<file path="src/rtl/noc_arb_requester.sv">
// noc_arb_requester: requester-side FIFO port buffer for one NoC arbiter input; optional starvation monitor under NOC_REQ_STARVE_MON_EN
module noc_arb_requester #(
    parameter int DATA_WIDTH   = 32,
    parameter int DEPTH        = 4,
    parameter int PTR_W        = 2,
    parameter int STARVE_LIMIT = 16
) (
    input  logic                  clk,
    input  logic                  rst,
    input  logic                  in_valid,
    input  logic [DATA_WIDTH-1:0] in_data,
    output logic                  in_ready,
    output logic                  request,
    input  logic                  grant,
    output logic                  out_valid,
    output logic [DATA_WIDTH-1:0] out_data,
    output logic [PTR_W:0]        count,
    output logic                  spurious_grant,
    output logic                  starve
);
    logic [DATA_WIDTH-1:0] mem [DEPTH];
    logic [PTR_W-1:0] rd_ptr, wr_ptr;
    logic push, pop;
    assign in_ready = count != (PTR_W+1)'(DEPTH);
    assign request  = count != '0;
    assign push     = in_valid && in_ready;
    assign pop      = grant && request;
    always_ff @(posedge clk)
        if (push) mem[wr_ptr] <= in_data;
    always_ff @(posedge clk) begin
        if (rst) begin
            rd_ptr         <= '0;
            wr_ptr         <= '0;
            count          <= '0;
            out_valid      <= 1'b0;
            out_data       <= '0;
            spurious_grant <= 1'b0;
        end else begin
            if (push) wr_ptr <= wr_ptr + 1'b1;
            if (pop) begin
                rd_ptr   <= rd_ptr + 1'b1;
                out_data <= mem[rd_ptr];
            end
            count          <= (push && !pop) ? count + 1'b1 : (pop && !push) ? count - 1'b1 : count;
            out_valid      <= pop;
            spurious_grant <= grant && !request;
        end
    end
`ifdef NOC_REQ_STARVE_MON_EN
    logic [7:0] starve_cnt, starve_nxt;
    always_comb starve_nxt = (!request || grant) ? 8'd0 : (starve_cnt == 8'hFF) ? starve_cnt : starve_cnt + 8'd1;
    always_ff @(posedge clk) begin
        if (rst) begin
            starve_cnt <= '0;
            starve     <= 1'b0;
        end else begin
            starve_cnt <= starve_nxt;
            starve     <= starve_nxt >= 8'(STARVE_LIMIT);
        end
    end
`else
    assign starve = 1'b0;
`endif
endmodule

</file>
<file path="config.mk">
export PLATFORM = sky130hd
export DESIGN_NAME = noc_arb_requester
export DESIGN_NICKNAME = d
export VERILOG_FILES = /design/src/rtl/noc_arb_requester.sv
export SDC_FILE = /design/constraint.sdc
export NUM_CORES = 1
export LEC_CHECK = 0
export BUFFER_PORTS_ARGS = -buffer_cell sky130_fd_sc_hd__buf_2
export CAP_MARGIN = 25
export CORE_UTILIZATION = 61
export DETAILED_ROUTE_END_ITERATION = 10
export PLACE_DENSITY = 0.9
export SETUP_SLACK_MARGIN = 0.02
export SLEW_MARGIN = 10
export SYNTH_ARGS = -nofsm -noshare
export SYNTH_HDL_FRONTEND = slang
export SYNTH_SLANG_ARGS = --single-unit
</file>
<file path="constraint.sdc">
create_clock -name clk -period 3.5 [get_ports clk]
set_input_delay 0.35 -clock clk [delete_from_list [all_inputs] [get_ports clk]]
set_output_delay 0.35 -clock clk [all_outputs]
set_load 0.02 [all_outputs]
</file>
======== Word-level counts from Yosys, hierarchy flattened ========
Memory sizes are Yosys's and may differ from the RTL's. A register that Yosys moved wholly into a read port is not among the register bits.
Index checks and enable logic that the tools add are counted.
Widths: inputs -> output; s select.
storage, ports and cells
  flip-flop bits (word level) ............. 9
  RAM bits ................................ 128
  output and inout port bits .............. 40
  memories ................................ 1
memory list
  memory  depth  bits a word  rd ports  clocked after Yosys merged registers in  wr ports  line  source
  mem     4      32           1         1                                        1         21    logic [DATA_WIDTH-1:0] mem [DEPTH];
cells by class
  add/sub/neg operators ................... 4
  equality and inequality tests ........... 1
  mux-type cells .......................... 4
  reduce and logical (&&, ||, !) cells .... 10
operator list
  cell                 number
  $mux 3               2
  $logic_and 1x1->1    5
  $add 2x1->2 const B  2
  $add 3x1->3 const B  1
  $logic_not 1->1      3
  $ne 3x3->1 const B   1
  $reduce_bool 3->1    1
  $sub 3x1->3 const B  1
  $mux 1               2
  $reduce_bool 2->1    1

======== Longest topological paths before layout ========
Gate-level depths: netlist of run 1.
  depth in word-level cells ............... 6
  gate-level depth with buffers ........... 8
  gate-level depth less buffers ........... 8

======== Worst setup path before layout of run 1 ========
Ideal clock, no wire load.
  path kind ............................... flip-flop to flip-flop
  from .................................... register count[0]
  to ...................................... memory mem[0][0] (enable)
  library setup time ...................... 392 ps
  data arrival time ....................... 1809 ps
  data required time ...................... 3108 ps
  path slack .............................. 1299 ps
  stages on the path, launching flop included .. 4
  buffers on the path ..................... 0
  cells stage by stage .................... dfxtp_1 > nor3b_1 > inv_1 > and3_1
on the way
  word-level cells in the longest chain between the ends .. 4
RTL lines
  item                          line  source
  start: declaration            17    output logic [PTR_W:0] count,
  start signal: assignment      44    count <= (push && !pop) ? count + 1'b1 : (pop && !push) ? count - 1'b1 : count;
  $ne 3x3->1                    24    assign in_ready = count != (PTR_W+1)'(DEPTH);
  named net in_ready            12    output logic in_ready,
  $logic_and 1x1->1             26    assign push = in_valid && in_ready;
  $mux 1                        29    if (push) mem[wr_ptr] <= in_data;
  $mux 1 (implied by the code)  29
  end: declaration              21
The timed path passes the listed nets, and every way through them passes these cells.

======== Final worst setup path of run 1 ========
  from .................................... register count[0]
  to ...................................... register count[2]
on the way
  word-level cells in the longest chain between the ends .. 5
RTL lines
  item
  branches (longest 5 deep; another with $sub 3x1->3)
Several ways; the timed one is not identified. The select of a mux whose other input is x is not followed.
A chain may end at the register's enable or synchronous reset.

==> results.json, run 1 <==
{
  "drt_iter0_drc": 125,
  "yosys-top-cells-area": "edfxtp_1 (63%), dfxtp_1 (14%), mux4_2 (12%)",
  "synth_cell_types": 26,
  "synth_area_leader_cell": "edfxtp_1",
  "pwr-share-comb": 0.197,
  "drc_errors": 0,
  "finalNetCount": 414,
  "synth_cells": 292,
  "die_area_mm2": 0.0104,
  "cp_data_required_time_ns": 3.96,
  "critical_path.cell_chain": "o31ai_1 > ha_1 > inv_1 > fa_1 > xor2_1 > or3_1 > a21oi_1",
  "critPathLaunchType": "flop",
  "ys.flop_type": "edfxtp_1",
  "whs_path_depth": 1,
  "routed_wl_mm": 10.6,
  "synthTopCellsByCount": "edfxtp_1 (128), dfxtp_1 (41), a22o_1 (32), mux4_2 (32), buf_2 (7)",
  "drt_pre_antenna_iters": 4,
  "insertion_delay_ns": 0.53,
  "fill_cells": 579,
  "grt_max_degree": 34,
  "areaGrowthSynthToFinish_pct": 17.8,
  "max_cap_violations": 0,
  "crit_path_end_kind": "flop",
  "gr-total-overflow": 0,
  "r2r_slack_ns": 1.30,
  "hold_violations": 0,
  "async_flop_share": 0,
  "grt_usage": 0.227,
  "die_h_um": 102,
  "finalCritPeriodShare": 0.628,
  "clock_sinks": 169,
  "grt_pass1_wl_mm": 16.2,
  "cts_root_buffer": "clkbuf_8",
  "finClkSkew_ns": 0.00813,
  "max_freq_mhz": 455,
  "avgSynthCellArea_um2": 20.8,
  "crit_type": "reg -> reg",
  "cts.clk_slew.worst_paths_ns": 0.07,
  "r2r-end": "count[2]",
  "htree_num_levels": 4,
  "hp-start": "in_data[1]",
  "syn_nets": 334,
  "synth_most_common_cell": "edfxtp_1",
  "pwr-share-clk": 0.336,
  "die_x_um": 102,
  "dp_slack_ns": 1.30,
  "hp-class": "in -> reg",
  "fin_setup_tns_ns": 0,
  "rr_worst_depth": 7,
  "synth_seq_area_share": 0.768,
  "holdPathEnd": "mem[0][1]",
  "antenna_found_initial": 0,
  "num_vias": 3010,
  "top_layer": "met4",
  "place_congestion": 0.732,
  "wl_met3_um": 548,
  "cellPowerDensity_mw_per_mm2": 784,
  "coreArea_mm2": 0.00973,
  "cts_buffer_depth": 2,
  "internal-power_mw": 4.07,
  "ant_nets": 0,
  "layout-drive-gt1-share": 0.384,
  "tightest_slew_ns": 0.982,
  "power.leakage_nw": 2.59,
  "arrival_ns": 2.66,
  "hold_slack_ns": 0.0306,
  "setup_violations": 0,
  "synth-edff-count": 128,
  "critical_path.top_delay_family": "adder cells",
  "status": "finished, final reports clean",
  "cpPeakStageDelay_ns": 0.41,
  "initial_core_util": 0.624,
  "critPathSlowestCell": "o31ai_1",
  "syn_area_mm2": 0.00607,
  "cts_tree": "yes",
  "period_needed_ns": 2.20,
  "seqPwrFrac": 0.467,
  "rows": 36,
  "pin_count": 76,
  "grt_pass1_vias": 3113,
  "portBuffers": 74,
  "met1_length_mm": 4.32,
  "setup_slack_ns": 1.30,
  "yosysWarnings": 0,
  "peakVddDrop_mv": 0.545,
  "antenna_cells": 0,
  "rsz0062_at_grt": "false",
  "crit_fanout": 7,
  "synth_top_area_frac": 0.633,
  "wl_per_cell_um": 20.5,
  "cts_made_buffers": 17,
  "synth_seq_cells": 169,
  "slew_headroom": 0.344,
  "power_switching_mw": 1.54,
  "wl_met2_mm": 5.59,
  "vias_per_cell": 5.81,
  "switching_share": 0.275,
  "path_buf_inv": 1,
  "maxSlewViolCount": 0,
  "fin_util": 0.735,
  "dp_hpwl_mm": 5.99,
  "r2r_start": "count[0]",
  "post_cts_resized": 0
}
## cell type report
cell class,instances,area [um^2],area share
repair buffers,78,405,0.0567
inverters,5,18.8,0.00262
well taps,133,166,0.0233
clock buffers,17,414,0.0579
multi-input cells,101,1290,0.181
flip-flops and latches,169,4670,0.652
clock inverters,15,189,0.0264
## layer usage
layer / GRT usage / up-vias
met5: 0 / -
met4: 0.0959 / 0
met3: 0.0725 / 17
met2: 0.387 / 88
met1: 0.268 / 1548
li1: - / 1357
## logic make-up (layout without fill, tap and decap cells)
| logic type | count (synthesis) | after routing | share of synthesized area |
|---|---|---|---|
| xor gates and xnor gates | 4 | 4 | 0.00577 |
| buffers and inverters | 22 | 115 | 0.0206 |
| adders and majority gates | 6 | 6 | 0.0136 |
| other | 1 | 1 | 0.000618 |
| AOI/OAI and AO/OA | 41 | 41 | 0.0552 |
| muxes | 33 | 33 | 0.120 |
| DFF | 169 | 169 | 0.768 |
| and+or+nand+nor | 16 | 16 | 0.0157 |
## worst max-delay path by stage
stage,start,endpoint,slack [ns],depth (start not counted)
finish,count[0],count[2],1.30,7
global route,count[0],count[2],1.15,7
CTS,count[0],count[2],1.27,7
detailed placement,count[0],count[2],1.30,7
global placement,count[0],count[2],1.46,7
floorplan,count[0],mem[0][0],1.30,3
## placed cells by master, fill, tap and decap left out, types with 2 or more instances in the layout
| cell type | netlist | layout |
|---|---|---|
| a21oi_1 | 3 | 3 |
| a22o_1 | 32 | 32 |
| and3_2 | 0 | 4 |
| buf_2 | 7 | 74 |
| buf_4 | 1 | 2 |
| bufinv_16 | 0 | 3 |
| clkbuf_16 | 0 | 16 |
| clkinv_2 | 0 | 2 |
| clkinvlp_4 | 0 | 3 |
| dfxtp_1 | 41 | 39 |
| dfxtp_2 | 0 | 2 |
| dlygate4sd3_1 | 0 | 2 |
| edfxtp_1 | 128 | 128 |
| ha_1 | 5 | 5 |
| inv_1 | 5 | 5 |
| inv_6 | 0 | 4 |
| inv_8 | 0 | 2 |
| mux4_2 | 32 | 32 |
| nand3_1 | 2 | 2 |
| nor2_1 | 5 | 5 |
| nor3b_1 | 2 | 2 |
| o21ai_0 | 3 | 3 |
| xor2_1 | 4 | 4 |
## registers in the layout (all words and copies together), names as in the netlist
signal          flops
wr_ptr              2
mem               128
rd_ptr              2
out_valid           1
count               3
out_data           32
spurious_grant      1
## worst reg2reg max path, delay by kind of cell (launching register included)
kind	cells	cell delay [ns]
AOI/OAI and AO/OA	2	0.56
buffers and inverters	1	0.07
xor gates and xnor gates	1	0.17
DFF	1	0.38
adders and majority gates	2	0.65
and+or+nand+nor	1	0.30
## power by group through the flow
stage | clock (mW) | sequential, mW | combinational (mW)
after global placement | 0 | 2.64 | 1.08
after floorplan | 0 | 2.73 | 0.725
after detailed placement | 0 | 2.66 | 1.11
after CTS | 1.92 | 2.63 | 1.12
after global routing | 1.99 | 2.65 | 1.19
final | 1.89 | 2.62 | 1.10
## timing repair
item	in CTS	in global routing
hold buffers	2	0
buffers inserted	0	0
endpoints found under the setup margin	0	0
endpoints found under the hold margin	7	0
## through the flow
| stage | power, mW | cells | instance area [um^2] |
|---|---|---|---|
| global placement | 3.73 | 484 | 6530 |
| global route | 5.83 | 518 | 7160 |
| floorplan | 3.45 | 292 | 6070 |
| detailed placement | 3.78 | 484 | 6530 |
| finish | 5.61 | 518 | 7160 |
| CTS | 5.66 | 518 | 7160 |
(Power assumes the default switching activity.)
==> inputs of run 2 (changes only) <==
- CORE_UTILIZATION: 61 -> 57
- PLACE_DENSITY: 0.9 -> 0.86
- clock period: 3.5 -> 2.2 ns (I/O delays scaled with it)
==> run 2 against run 1 <==
Net effect: global-route usage down 0.68 points; clock power increased by 53%; final cell count rose by 7.3%; clock skew fell by 0.00072 ns; non-clock buffer count grew 35; die area grew 6.9%; core utilization fell by 0.59 points; clock-buffer cell count rose by 4; via count rose by 3.2%; combinational power up 84%; routed wire length is 7.2% higher; critical endpoint unchanged; highest routed layer unchanged.
==> results.json, run 2 (synthesis gave the netlist of run 1 again) <==
{
  "status": "finished, final reports clean",
  "finalNetCount": 449,
  "cts_buffer_depth": 2,
  "fill_cells": 597,
  "fin_setup_tns_ns": 0,
  "max_freq_mhz": 474,
  "drt_pre_antenna_iters": 4,
  "num_vias": 3105,
  "grt_max_degree": 35,
  "antenna_found_initial": 0,
  "initial_core_util": 0.588,
  "regMostFlops": "mem",
  "die_h_um": 105,
  "routed_wl_mm": 11.4,
  "top_regs": "mem: 128 flops, out_data: 32 flops, count: 3 flops",
  "setup_violations": 0,
  "pin_count": 76,
  "die_x_um": 105,
  "maxSlewViolCount": 0,
  "rows": 37,
  "antenna_cells": 0,
  "cellPowerDensity_mw_per_mm2": 1200,
  "multi_input_area_mm2": 0.00131,
  "p_total_mw": 9.02,
  "crit_path_end_kind": "flop",
  "hold_violations": 0,
  "grt_pass1_vias": 3284,
  "cts_root_buffer": "clkbuf_8",
  "slew_headroom": 0.421,
  "drt_iter0_drc": 175,
  "peakVddDrop_mv": 0.884,
  "final_common_cell": "edfxtp_1",
  "seqCellArea_mm2": 0.00467,
  "vias_per_cell": 5.58,
  "period_needed_ns": 2.11,
  "hp-class": "in -> reg",
  "hold_slack_ns": 0.0320,
  "critPathLaunchType": "flop",
  "gr-total-overflow": 0,
  "die_area_mm2": 0.0111,
  "finalCritPeriodShare": 0.959,
  "dp_slack_ns": 0.0545,
  "finClkSkew_ns": 0.00741,
  "tightest_slew_ns": 0.868,
  "setup_slack_ns": 0.0905,
  "grt_usage": 0.221,
  "max_cap_violations": 0,
  "arrival_ns": 2.55,
  "cp_data_required_time_ns": 2.64,
  "areaGrowthSynthToFinish_pct": 24.0,
  "power.leakage_nw": 2.73,
  "layout-drive-gt1-share": 0.367,
  "cts.clk_slew.worst_paths_ns": 0.06,
  "insertion_delay_ns": 0.51,
  "dp_hpwl_mm": 6.39,
  "rsz0062_at_grt": "false",
  "coreArea_mm2": 0.0103,
  "cts_made_buffers": 17,
  "drc_errors": 0,
  "final_cell_mix": "edfxtp_1 (128), buf_2 (74), dfxtp_1 (37)",
  "htree_num_levels": 4,
  "ant_nets": 0,
  "largest_reg_flops": 128,
  "grt_pass1_wl_mm": 17.6,
  "portBuffers": 74,
  "crit_fanout": 7,
  "clock_sinks": 169,
  "crit_type": "reg -> reg",
  "wl_per_cell_um": 20.5,
  "place_congestion": 0.741,
  "cts_tree": "yes"
}
run 2: changes by cell type in the layout (fill, tap and decap cells not counted), moves of 2 or more:
cell           change
buf_12             +3
inv_6              -3
clkbuf_1           +2
dfxtp_1            -2
inv_8              -2
dlygate4sd3_1     +30
dfxtp_2            +2
buf_4              +2
run 2: where the power goes:
part,switching (mW),internal [mW]
clock,1.18,1.71
sequential,0.216,3.89
combinational,1.08,0.941
run 2: critical path, stage by stage, from the launching register on:
cell and delay, ns:
dfxtp_1 0.39, o31ai_4 0.32, ha_2 0.24, inv_1 0.05
fa_1 0.39, xor2_1 0.19, or3_1 0.32, a21oi_1 0.15
run 2: per-layer routing:
metal  GRT usage  vias to the layer above  part of all wire
li1            -                     1414                 -
met1       0.292                     1571              0.41
met2       0.364                      110              0.52
met3      0.0489                       10             0.054
met4      0.0795                        0             0.012
met5           0                        -                 0
run 2: layout make-up:
cell class / count / share of cell area
sequential: 169 / 0.620
inverter: 5 / 0.00249
timing repair buffer: 113 / 0.104
clock buffer: 21 / 0.0611
multi-input combinational: 101 / 0.174
clock inverter: 11 / 0.0161
tap: 136 / 0.0226
run 2: metrics by stage:
stage,cell area [um^2],util,instances
finish,7530,0.730,556
global route,7530,0.730,556
CTS,7510,0.728,555
detailed placement,6600,0.640,491
global placement,6600,0.640,491
floorplan,6080,-,292
run 2: timing repair:
action                     CTS  global route
hold buffers                32             0
hold endpoints to repair   128             0
buffers inserted             0             1
resized for setup            1             4
setup endpoints to repair    1             1
pin swaps                    0             1
run 2: final timing paths:
path / start / to / slack [ns] / depth (start not counted)
worst min register to register: out_data[25] / out_data[25] / 0.48 / 1
worst min-delay path: rst / rd_ptr[0] / 0.03 / 2
worst max-delay path: count[2] / count[2] / 0.09 / 7
worst max register to register: count[2] / count[2] / 0.09 / 7
==> inputs of run 3 (changes only) <==
- PLACE_DENSITY: 0.86 -> 0.79
==> run 3 against run 2 <==
Net effect: clock-buffer cell count fell by 2; critical path depth rose by 2; sequential power barely moved; final cell count rose by 0.36%; non-clock buffer count rose by 2; critical endpoint unchanged.
==> results.json, run 3 (synthesis gave the netlist of run 1 again) <==
{
  "num_vias": 3109,
  "peakVddDrop_mv": 0.775,
  "antenna_found_initial": 0,
  "arrival_ns": 2.53,
  "layout-drive-gt1-share": 0.372,
  "crit_path_end_kind": "flop",
  "hold_slack_ns": 0.0610,
  "die_x_um": 105,
  "finClkSkew_ns": 0.0121,
  "grt_pass1_vias": 3355,
  "fin_setup_tns_ns": 0,
  "htree_num_levels": 4,
  "dp_hpwl_mm": 6.07,
  "crit_start": "count[0]",
  "rsz0062_at_grt": "false",
  "cts_buffer_depth": 2,
  "clock_sinks": 169,
  "largest_reg_flops": 128,
  "drt_pre_antenna_iters": 4,
  "routed_wl_mm": 11.0,
  "hp-class": "in -> reg",
  "grt_pass1_wl_mm": 17.3,
  "rows": 37,
  "finalCritPeriodShare": 0.946,
  "crit_type": "reg -> reg",
  "die_h_um": 105,
  "gr-total-overflow": 0,
  "fin_cells": 558,
  "place_congestion": 0.727,
  "drt_iter0_drc": 95,
  "crit_fanout": 6,
  "finalNetCount": 451,
  "portBuffers": 74,
  "cts_made_buffers": 17,
  "status": "finished, final reports clean",
  "r2r_start": "count[0]",
  "max_freq_mhz": 480,
  "max_cap_violations": 0,
  "initial_core_util": 0.588,
  "hold_violations": 0,
  "grt_max_degree": 34,
  "cts.clk_slew.worst_paths_ns": 0.07,
  "vias_per_cell": 5.57,
  "cellPowerDensity_mw_per_mm2": 1180,
  "hp-start": "grant",
  "critPathLaunchType": "flop",
  "wl_per_cell_um": 19.7,
  "top_regs": "mem: 128 flops, out_data: 32 flops, count: 3 flops",
  "antenna_cells": 0,
  "r2r_slack_ns": 0.12,
  "pin_count": 76,
  "regMostFlops": "mem",
  "cp_data_required_time_ns": 2.65,
  "period_needed_ns": 2.08,
  "cts_tree": "yes",
  "insertion_delay_ns": 0.52,
  "cts_root_buffer": "clkbuf_8",
  "setup_violations": 0,
  "areaGrowthSynthToFinish_pct": 23.8,
  "final_cell_mix": "edfxtp_1 (128), buf_2 (74), dfxtp_1 (36)",
  "power.leakage_nw": 2.73,
  "placedCellCount": 491,
  "final_common_cell": "edfxtp_1",
  "coreArea_mm2": 0.0103,
  "die_area_mm2": 0.0111,
  "slew_headroom": 0.420,
  "postCtsSetupRepairBufs": 0,
  "drc_errors": 0,
  "tightest_slew_ns": 0.871,
  "grt_usage": 0.217,
  "ant_nets": 0,
  "maxSlewViolCount": 0
}
## run 3: what timing repair did
action                                  CTS  global route
pin swaps                                 0             0
gates cloned                              0             0
endpoints found under the setup margin    1             1
hold endpoints to repair                132             0
resized for setup                         1             6
hold buffers                             35             0
## run 3: where the power goes
| group | total (mW) | switching (mW) | internal [mW] |
|---|---|---|---|
| combinational | 1.97 | 1.05 | 0.924 |
| clock | 2.75 | 1.21 | 1.54 |
| sequential | 4.11 | 0.216 | 3.89 |
| total | 8.83 | 2.48 | 6.36 |
## run 3: cell type report
type                            instances  area (um^2)
Tap cell                              136          170
Sequential cell                       169         4670
Clock inverter                         13          120
Timing Repair Buffer                  115          791
Fill cell                             606         2810
Multi-Input combinational cell        101         1320
Inverter                                5         18.8
Clock buffer                           19          432
## run 3: critical path, cell delays in order (launching register included)
cell and delay [ns]:
dfxtp_2 0.36, buf_4 0.16, nor3b_2 0.07, nor2_1 0.13, ha_2 0.21, inv_1 0.06, fa_1 0.37, xor2_1 0.18
or3_1 0.31, a21oi_1 0.15
## run 3: through the flow
| stage | utilization | cell area, um^2 | power (mW) | setup slack [ns] |
|---|---|---|---|---|
| 2_1_floorplan | - | 6080 | 5.49 | 0.113 |
| 3_3_place_gp | 0.638 | 6590 | 6.01 | 0.168 |
| 3_5_place_dp | 0.638 | 6590 | 6.08 | -0.00790 |
| 4_1_cts | 0.726 | 7500 | 8.88 | 0.0664 |
| 5_1_grt | 0.728 | 7520 | 9.20 | 0.0488 |
| 6_report | 0.728 | 7520 | 8.83 | 0.118 |
## run 3: worst paths after layout
kind               endpoint  depth (start not counted)
min reg2reg    out_data[14]                          1
min          spurious_grant                          2
max                count[2]                          9
max reg2reg        count[2]                          9
## run 3: routing by layer
metal,wire length [um],track usage,up-vias
li1,-,-,1429
met1,4670,0.268,1582
met2,5710,0.371,85
met3,519,0.0656,13
met4,96,0.0634,0
met5,0,0,-
